**config.mk**
```make
export PLATFORM = sky130hd
export DESIGN_NAME = mem_port_arbiter_flat
export DESIGN_NICKNAME = d
export VERILOG_FILES = /design/src/rtl/mem_port_arbiter_if.sv /design/src/rtl/mem_port_arbiter.sv /design/src/flat_wrapper.sv
export SDC_FILE = /design/constraint.sdc
export NUM_CORES = 1
export LEC_CHECK = 0
export CAP_MARGIN = 10
export CORE_MARGIN = 3
export CORE_UTILIZATION = 40
export CTS_BUF_LIST = sky130_fd_sc_hd__clkbuf_8
export CTS_CLUSTER_SIZE = 25
export DETAILED_ROUTE_END_ITERATION = 10
export PLACE_DENSITY = 0.8
export RECOVER_POWER = 50
export SLEW_MARGIN = 20
export SYNTH_ARGS = -nofsm -noshare
export SYNTH_HDL_FRONTEND = slang
export SYNTH_SLANG_ARGS = --single-unit
```
**constraint.sdc**
```tcl
create_clock -name clk -period 3.4 [get_ports clk]
set_clock_uncertainty 0.05 [all_clocks]
set_input_delay 0.68 -clock clk [delete_from_list [all_inputs] [get_ports clk]]
set_output_delay 0.68 -clock clk [all_outputs]
set_load 0.005 [all_outputs]
```
**src/rtl/mem_port_arbiter_if.sv**
```systemverilog
// Bundle between the CPU fetch/data ports, the arbiter and the single-port SRAM.
// The slave modport is the arbiter's view; the master modport is the core+RAM side.
interface mem_port_arbiter_if #(
    parameter int unsigned ADDR_W = 20
);
    logic              if_req;
    logic [31:0]       if_addr;
    logic [31:0]       if_rdata;
    logic              if_ready;

    logic              d_req;
    logic              d_we;
    logic [31:0]       d_addr;
    logic [31:0]       d_wdata;
    logic [31:0]       d_rdata;
    logic              d_ready;

    logic              ram_ce;
    logic              ram_we;
    logic [ADDR_W-1:0] ram_addr;
    logic [31:0]       ram_wdata;
    logic [31:0]       ram_rdata;

    modport slave (
        input  if_req, if_addr, d_req, d_we, d_addr, d_wdata, ram_rdata,
        output if_rdata, if_ready, d_rdata, d_ready,
        output ram_ce, ram_we, ram_addr, ram_wdata
    );

    modport master (
        output if_req, if_addr, d_req, d_we, d_addr, d_wdata, ram_rdata,
        input  if_rdata, if_ready, d_rdata, d_ready,
        input  ram_ce, ram_we, ram_addr, ram_wdata
    );
endinterface

```
**src/rtl/mem_port_arbiter.sv**
```systemverilog
// Shares one single-port synchronous SRAM between the fetch and data ports:
// round-robin grant on contention, fixed-length access, one-cycle ready pulse.
module mem_port_arbiter #(
    parameter int unsigned ADDR_W      = 20,
    parameter int unsigned WAIT_CYCLES = 1
) (
    input  logic              clk,
    input  logic              reset,
    mem_port_arbiter_if.slave bus
);
    localparam int unsigned CNT_W = 3;
    localparam logic [CNT_W-1:0] CNT_INIT = CNT_W'(WAIT_CYCLES - 1);

    localparam logic [1:0] ST_IDLE   = 2'd0;
    localparam logic [1:0] ST_ACCESS = 2'd1;
    localparam logic [1:0] ST_DONE   = 2'd2;

    localparam logic GNT_IF = 1'b0;
    localparam logic GNT_D  = 1'b1;

    logic [1:0]        state, state_d;
    logic [CNT_W-1:0]  cnt, cnt_d;
    // Records the port owning the current/most recent transaction.
    logic              last_grant, last_grant_d;
    logic              grant_data;

    logic              ram_ce_q, ram_ce_d;
    logic              ram_we_q, ram_we_d;
    logic [ADDR_W-1:0] ram_addr_q, ram_addr_d;
    logic [31:0]       ram_wdata_q, ram_wdata_d;
    logic              if_ready_q, if_ready_d;
    logic              d_ready_q, d_ready_d;
    logic [31:0]       if_rdata_q, if_rdata_d;
    logic [31:0]       d_rdata_q, d_rdata_d;

    // Word-address bits above ADDR_W and the byte offset are intentionally dropped.
    logic unused_addr_bits;
    assign unused_addr_bits = ^{bus.if_addr[31:ADDR_W+2], bus.if_addr[1:0],
                                bus.d_addr[31:ADDR_W+2], bus.d_addr[1:0]};

    assign grant_data = bus.d_req && (!bus.if_req || (last_grant == GNT_IF));

    // Next-state and next-output logic.
    always_comb begin
        state_d      = state;
        cnt_d        = cnt;
        last_grant_d = last_grant;
        ram_ce_d     = ram_ce_q;
        ram_we_d     = ram_we_q;
        ram_addr_d   = ram_addr_q;
        ram_wdata_d  = ram_wdata_q;
        if_rdata_d   = if_rdata_q;
        d_rdata_d    = d_rdata_q;
        if_ready_d   = 1'b0;
        d_ready_d    = 1'b0;

        case (state)
            ST_IDLE: begin
                if (bus.if_req || bus.d_req) begin
                    last_grant_d = grant_data ? GNT_D : GNT_IF;
                    cnt_d        = CNT_INIT;
                    ram_ce_d     = 1'b1;
                    state_d      = ST_ACCESS;
                    if (grant_data) begin
                        ram_we_d    = bus.d_we;
                        ram_addr_d  = bus.d_addr[ADDR_W+1:2];
                        ram_wdata_d = bus.d_wdata;
                    end else begin
                        ram_we_d    = 1'b0;
                        ram_addr_d  = bus.if_addr[ADDR_W+1:2];
                    end
                end
            end

            ST_ACCESS: begin
                if (cnt != '0) begin
                    cnt_d = cnt - CNT_W'(1);
                end else begin
                    // Read data is only valid in the final access cycle.
                    if (!ram_we_q) begin
                        if (last_grant == GNT_D) begin
                            d_rdata_d = bus.ram_rdata;
                        end else begin
                            if_rdata_d = bus.ram_rdata;
                        end
                    end
                    if (last_grant == GNT_D) begin
                        d_ready_d = 1'b1;
                    end else begin
                        if_ready_d = 1'b1;
                    end
                    ram_ce_d = 1'b0;
                    ram_we_d = 1'b0;
                    state_d  = ST_DONE;
                end
            end

            ST_DONE: begin
                state_d = ST_IDLE;
            end

            default: begin
                ram_ce_d = 1'b0;
                ram_we_d = 1'b0;
                state_d  = ST_IDLE;
            end
        endcase
    end

    // State and output registers.
    always_ff @(posedge clk) begin
        if (reset) begin
            state       <= ST_IDLE;
            cnt         <= '0;
            last_grant  <= GNT_IF;
            ram_ce_q    <= 1'b0;
            ram_we_q    <= 1'b0;
            ram_addr_q  <= '0;
            ram_wdata_q <= '0;
            if_ready_q  <= 1'b0;
            d_ready_q   <= 1'b0;
            if_rdata_q  <= '0;
            d_rdata_q   <= '0;
        end else begin
            state       <= state_d;
            cnt         <= cnt_d;
            last_grant  <= last_grant_d;
            ram_ce_q    <= ram_ce_d;
            ram_we_q    <= ram_we_d;
            ram_addr_q  <= ram_addr_d;
            ram_wdata_q <= ram_wdata_d;
            if_ready_q  <= if_ready_d;
            d_ready_q   <= d_ready_d;
            if_rdata_q  <= if_rdata_d;
            d_rdata_q   <= d_rdata_d;
        end
    end

    assign bus.ram_ce    = ram_ce_q;
    assign bus.ram_we    = ram_we_q;
    assign bus.ram_addr  = ram_addr_q;
    assign bus.ram_wdata = ram_wdata_q;
    assign bus.if_ready  = if_ready_q;
    assign bus.d_ready   = d_ready_q;
    assign bus.if_rdata  = if_rdata_q;
    assign bus.d_rdata   = d_rdata_q;
endmodule

```
**src/flat_wrapper.sv**
```systemverilog
// flat-port wrapper written by rule: the top's interface ports become plain ports
module mem_port_arbiter_flat 
#(
    parameter int unsigned ADDR_W      = 20,
    parameter int unsigned WAIT_CYCLES = 1
)
  (clk, reset, bus_if_req, bus_if_addr, bus_d_req, bus_d_we, bus_d_addr, bus_d_wdata, bus_ram_rdata, bus_if_rdata, bus_if_ready, bus_d_rdata, bus_d_ready, bus_ram_ce, bus_ram_we, bus_ram_addr, bus_ram_wdata);
  mem_port_arbiter_if #(.ADDR_W(ADDR_W)) bus_i ();
  input  logic clk;
  input  logic reset;
  input wire logic [$bits(bus_i.if_req)-1:0] bus_if_req;
  input wire logic [$bits(bus_i.if_addr)-1:0] bus_if_addr;
  input wire logic [$bits(bus_i.d_req)-1:0] bus_d_req;
  input wire logic [$bits(bus_i.d_we)-1:0] bus_d_we;
  input wire logic [$bits(bus_i.d_addr)-1:0] bus_d_addr;
  input wire logic [$bits(bus_i.d_wdata)-1:0] bus_d_wdata;
  input wire logic [$bits(bus_i.ram_rdata)-1:0] bus_ram_rdata;
  output wire logic [$bits(bus_i.if_rdata)-1:0] bus_if_rdata;
  output wire logic [$bits(bus_i.if_ready)-1:0] bus_if_ready;
  output wire logic [$bits(bus_i.d_rdata)-1:0] bus_d_rdata;
  output wire logic [$bits(bus_i.d_ready)-1:0] bus_d_ready;
  output wire logic [$bits(bus_i.ram_ce)-1:0] bus_ram_ce;
  output wire logic [$bits(bus_i.ram_we)-1:0] bus_ram_we;
  output wire logic [$bits(bus_i.ram_addr)-1:0] bus_ram_addr;
  output wire logic [$bits(bus_i.ram_wdata)-1:0] bus_ram_wdata;
  assign bus_i.if_req = bus_if_req;
  assign bus_i.if_addr = bus_if_addr;
  assign bus_i.d_req = bus_d_req;
  assign bus_i.d_we = bus_d_we;
  assign bus_i.d_addr = bus_d_addr;
  assign bus_i.d_wdata = bus_d_wdata;
  assign bus_i.ram_rdata = bus_ram_rdata;
  assign bus_if_rdata = bus_i.if_rdata;
  assign bus_if_ready = bus_i.if_ready;
  assign bus_d_rdata = bus_i.d_rdata;
  assign bus_d_ready = bus_i.d_ready;
  assign bus_ram_ce = bus_i.ram_ce;
  assign bus_ram_we = bus_i.ram_we;
  assign bus_ram_addr = bus_i.ram_addr;
  assign bus_ram_wdata = bus_i.ram_wdata;
  mem_port_arbiter #(.ADDR_W(ADDR_W), .WAIT_CYCLES(WAIT_CYCLES)) u_core (.clk(clk), .reset(reset), .bus(bus_i));
endmodule
```
==> metrics.yaml <==
cells_and_area:
  syn2layout_area_growth_pct: 55.83
  nets: 898
  drive_gt1_share_pct: 5.155
  antenna_cells: 0
  final_common_cell: "clkdlybuf4s50_1"
  fin_util_pct: 64.08
  layout_common_cells: "clkdlybuf4s50_1 (182), nand2_1 (139), dfxtp_1 (126)"
clock_tree:
  cts_made_buffers: 17
  clk_path_buf_depth: 2
  clock_latency_ps: 430
  cts_tree: "built"
  cts_max_level: 4
  cts.sinks: 126
  cts.repair.resized: 0
  cts-root-buf: "clkbuf_8"
  ctsHoldBuffers: 0
  cts_setup_buffers: 0
  path_clk_slew_ps: 70
route:
  wl_per_cell_um: 15.49
  viasPerCell: 5.086
  ant_nets: 0
  drtPass1Iterations: 4
  drtIter0Drc: 394
  finalWirelength_um: 14620
  drc: 0
  vias: 4801
yosys:
  synth.area.top_cells: "dfxtp_1 (51%), mux2i_1 (13%), nand2_1 (11%)"
  syn-num-nets: 691
  synth.distinct_cells: 34
  yosys.area.top_type_share_pct: 50.86
  syn_avg_cell_area_sq_um: 8.920
  ys.flop_type: "dfxtp_1"
  netlist_area_sq_um: 4960
  synthArstFlopShare_pct: 0
  netlist_instances: 556
  ys_ff_latch: 126
  synth-seq-area-share_pct: 50.86
  synth_area_leader_cell: "dfxtp_1"
  ys_warn_count: 0
  synth_edf_count: 0
timing:
  hold_viol: 0
  fmax_ghz: 0.3872
  maxSlewViolCount: 0
  setup_viol: 0
  rsz0062_at_grt: "no"
  maxSlewHeadroom_pct: 1.761
  period_needed_ps: 2583
  timing.setup.tns_ps: 0
  tightest_slew_ps: 1474
  fin_crit_sh_pct: 75.96
min_path:
  hp-class: "register to register"
critical_path:
  cp-end-kind: "register"
  path_class: "input pin to register"
  arrival_ps: 2860
  crit_required_ps: 3670
  start_kind: "input pin"
  path_max_fanout: 21
floorplanning:
  io_pins: 253
  die_w_um: 117.4
  die_area_sq_um: 13770
  row_count: 40
  start_util_pct: 41.12
  fp.dieH_um: 117.4
  core_sq_um: 12060
place:
  gp_congestion: 0.7922
  hpwl_um: 10250
  portBuffers: 228
run_status:
  status: "finished, final reports clean"
grt:
  grt_pass1_wl_um: 23540
  grt_util_all_layers_pct: 20.83
  antenna_found_initial: 0
  grt_pass1_vias: 4850
  grt_max_degree: 61
  grt_overflow_total: 0
power:
  p_leak_uw: 0.003135
  ir_drop_v: 0.0003461
  cellPowerDensity_nw_per_um2: 472.2
run:
  max_cap_violations: 0
## power by group
part	switching, uW	leakage (uW)	internal (uW)	total [uW]
combinational	289	0.00189	368	657
clock	574	0.000219	784	1360
sequential	57.0	0.00103	1580	1630
## worst paths after layout
check / slack [ps] / end / start / cells after the start
worst max-delay path: 820 / u_core.cnt[2]$_SDFFE_PP0P_ / bus_if_req / 4
worst min register to register: 400 / u_core.bus.if_rdata[30]$_SDFFE_PP0P_ / u_core.bus.if_rdata[30]$_SDFFE_PP0P_ / 2
worst max register to register: 890 / u_core.bus.d_rdata[17]$_SDFFE_PP0P_ / u_core.cnt[0]$_SDFFE_PP0P_ / 6
worst min-delay path: 400 / u_core.bus.if_rdata[30]$_SDFFE_PP0P_ / u_core.bus.if_rdata[30]$_SDFFE_PP0P_ / 2
## routing by layer
| metal | up-vias | share of wire (%) | global-route usage (%) |
|---|---|---|---|
| met3 | 22 | 9.9 | 9.981 |
| met2 | 203 | 49 | 35.44 |
| li1 | 2335 | - | - |
| met4 | 0 | 1.3 | 6.158 |
| met1 | 2241 | 40 | 23.18 |
| met5 | - | 0 | 0 |
## metrics by stage
stage | power, uW | instance area (sq um) | hold WS [ps] | std cells | setup WS [ps]
after floorplan | 1944 | 4960 | 401.1 | 556 | 1703
after global placement | 2319 | 7328 | 392.5 | 912 | 607.4
after detailed placement | 2337 | 7332 | 398.9 | 912 | 848.3
after CTS | 3705 | 7746 | 411.9 | 944 | 1252
after global routing | 3823 | 7729 | 427.8 | 944 | 711.6
final | 3649 | 7729 | 403.3 | 944 | 817.2
## worst max-delay path: stages
cell,delay (ps)
dlygate4sd3_1,640
or2_0,940
nand2_1,290
a41o_1,300
## cell type report
class,count,area (sq um)
sequential,126,2522
inverter,3,11.26
multi-input combinational,379,2220
clock inverter,15,180.2
timing repair buffer,236,2351
clock buffer,17,234.0
tap,168,210.2
fill,991,4333
## state kept, by name (all words and copies together), names as in the netlist, 2 cells and up
signal                count
u_core.cnt                3
u_core.bus.ram_addr      20
u_core.bus.if_rdata      32
u_core.bus.d_rdata       32
u_core.state              2
u_core.bus.ram_wdata     32
## kinds of logic (layout without fill, tap and decap cells)
kind of cell               count (synthesis)  count (layout)  synth area share, %
and+or+nand+nor                          196             196                17.03
DFF                                      126             126                50.86
AOI/OAI and AO/OA                        117             117                14.05
muxes                                     64              64                12.92
buffers and inverters                     51             271                4.642
adders and majority gates                  2               2               0.5045
## synthesized netlist by cell type, types with 3 or more instances
cell type	count
mux2i_1	64
buf_2	10
dfxtp_1	126
nand2b_1	4
nor2_1	4
buf_4	3
nor4_1	3
o21ai_0	34
a21oi_1	55
nand3_1	32
a311oi_1	20
nand2_1	139
clkbuf_1	33
(Power assumes the default switching activity.)
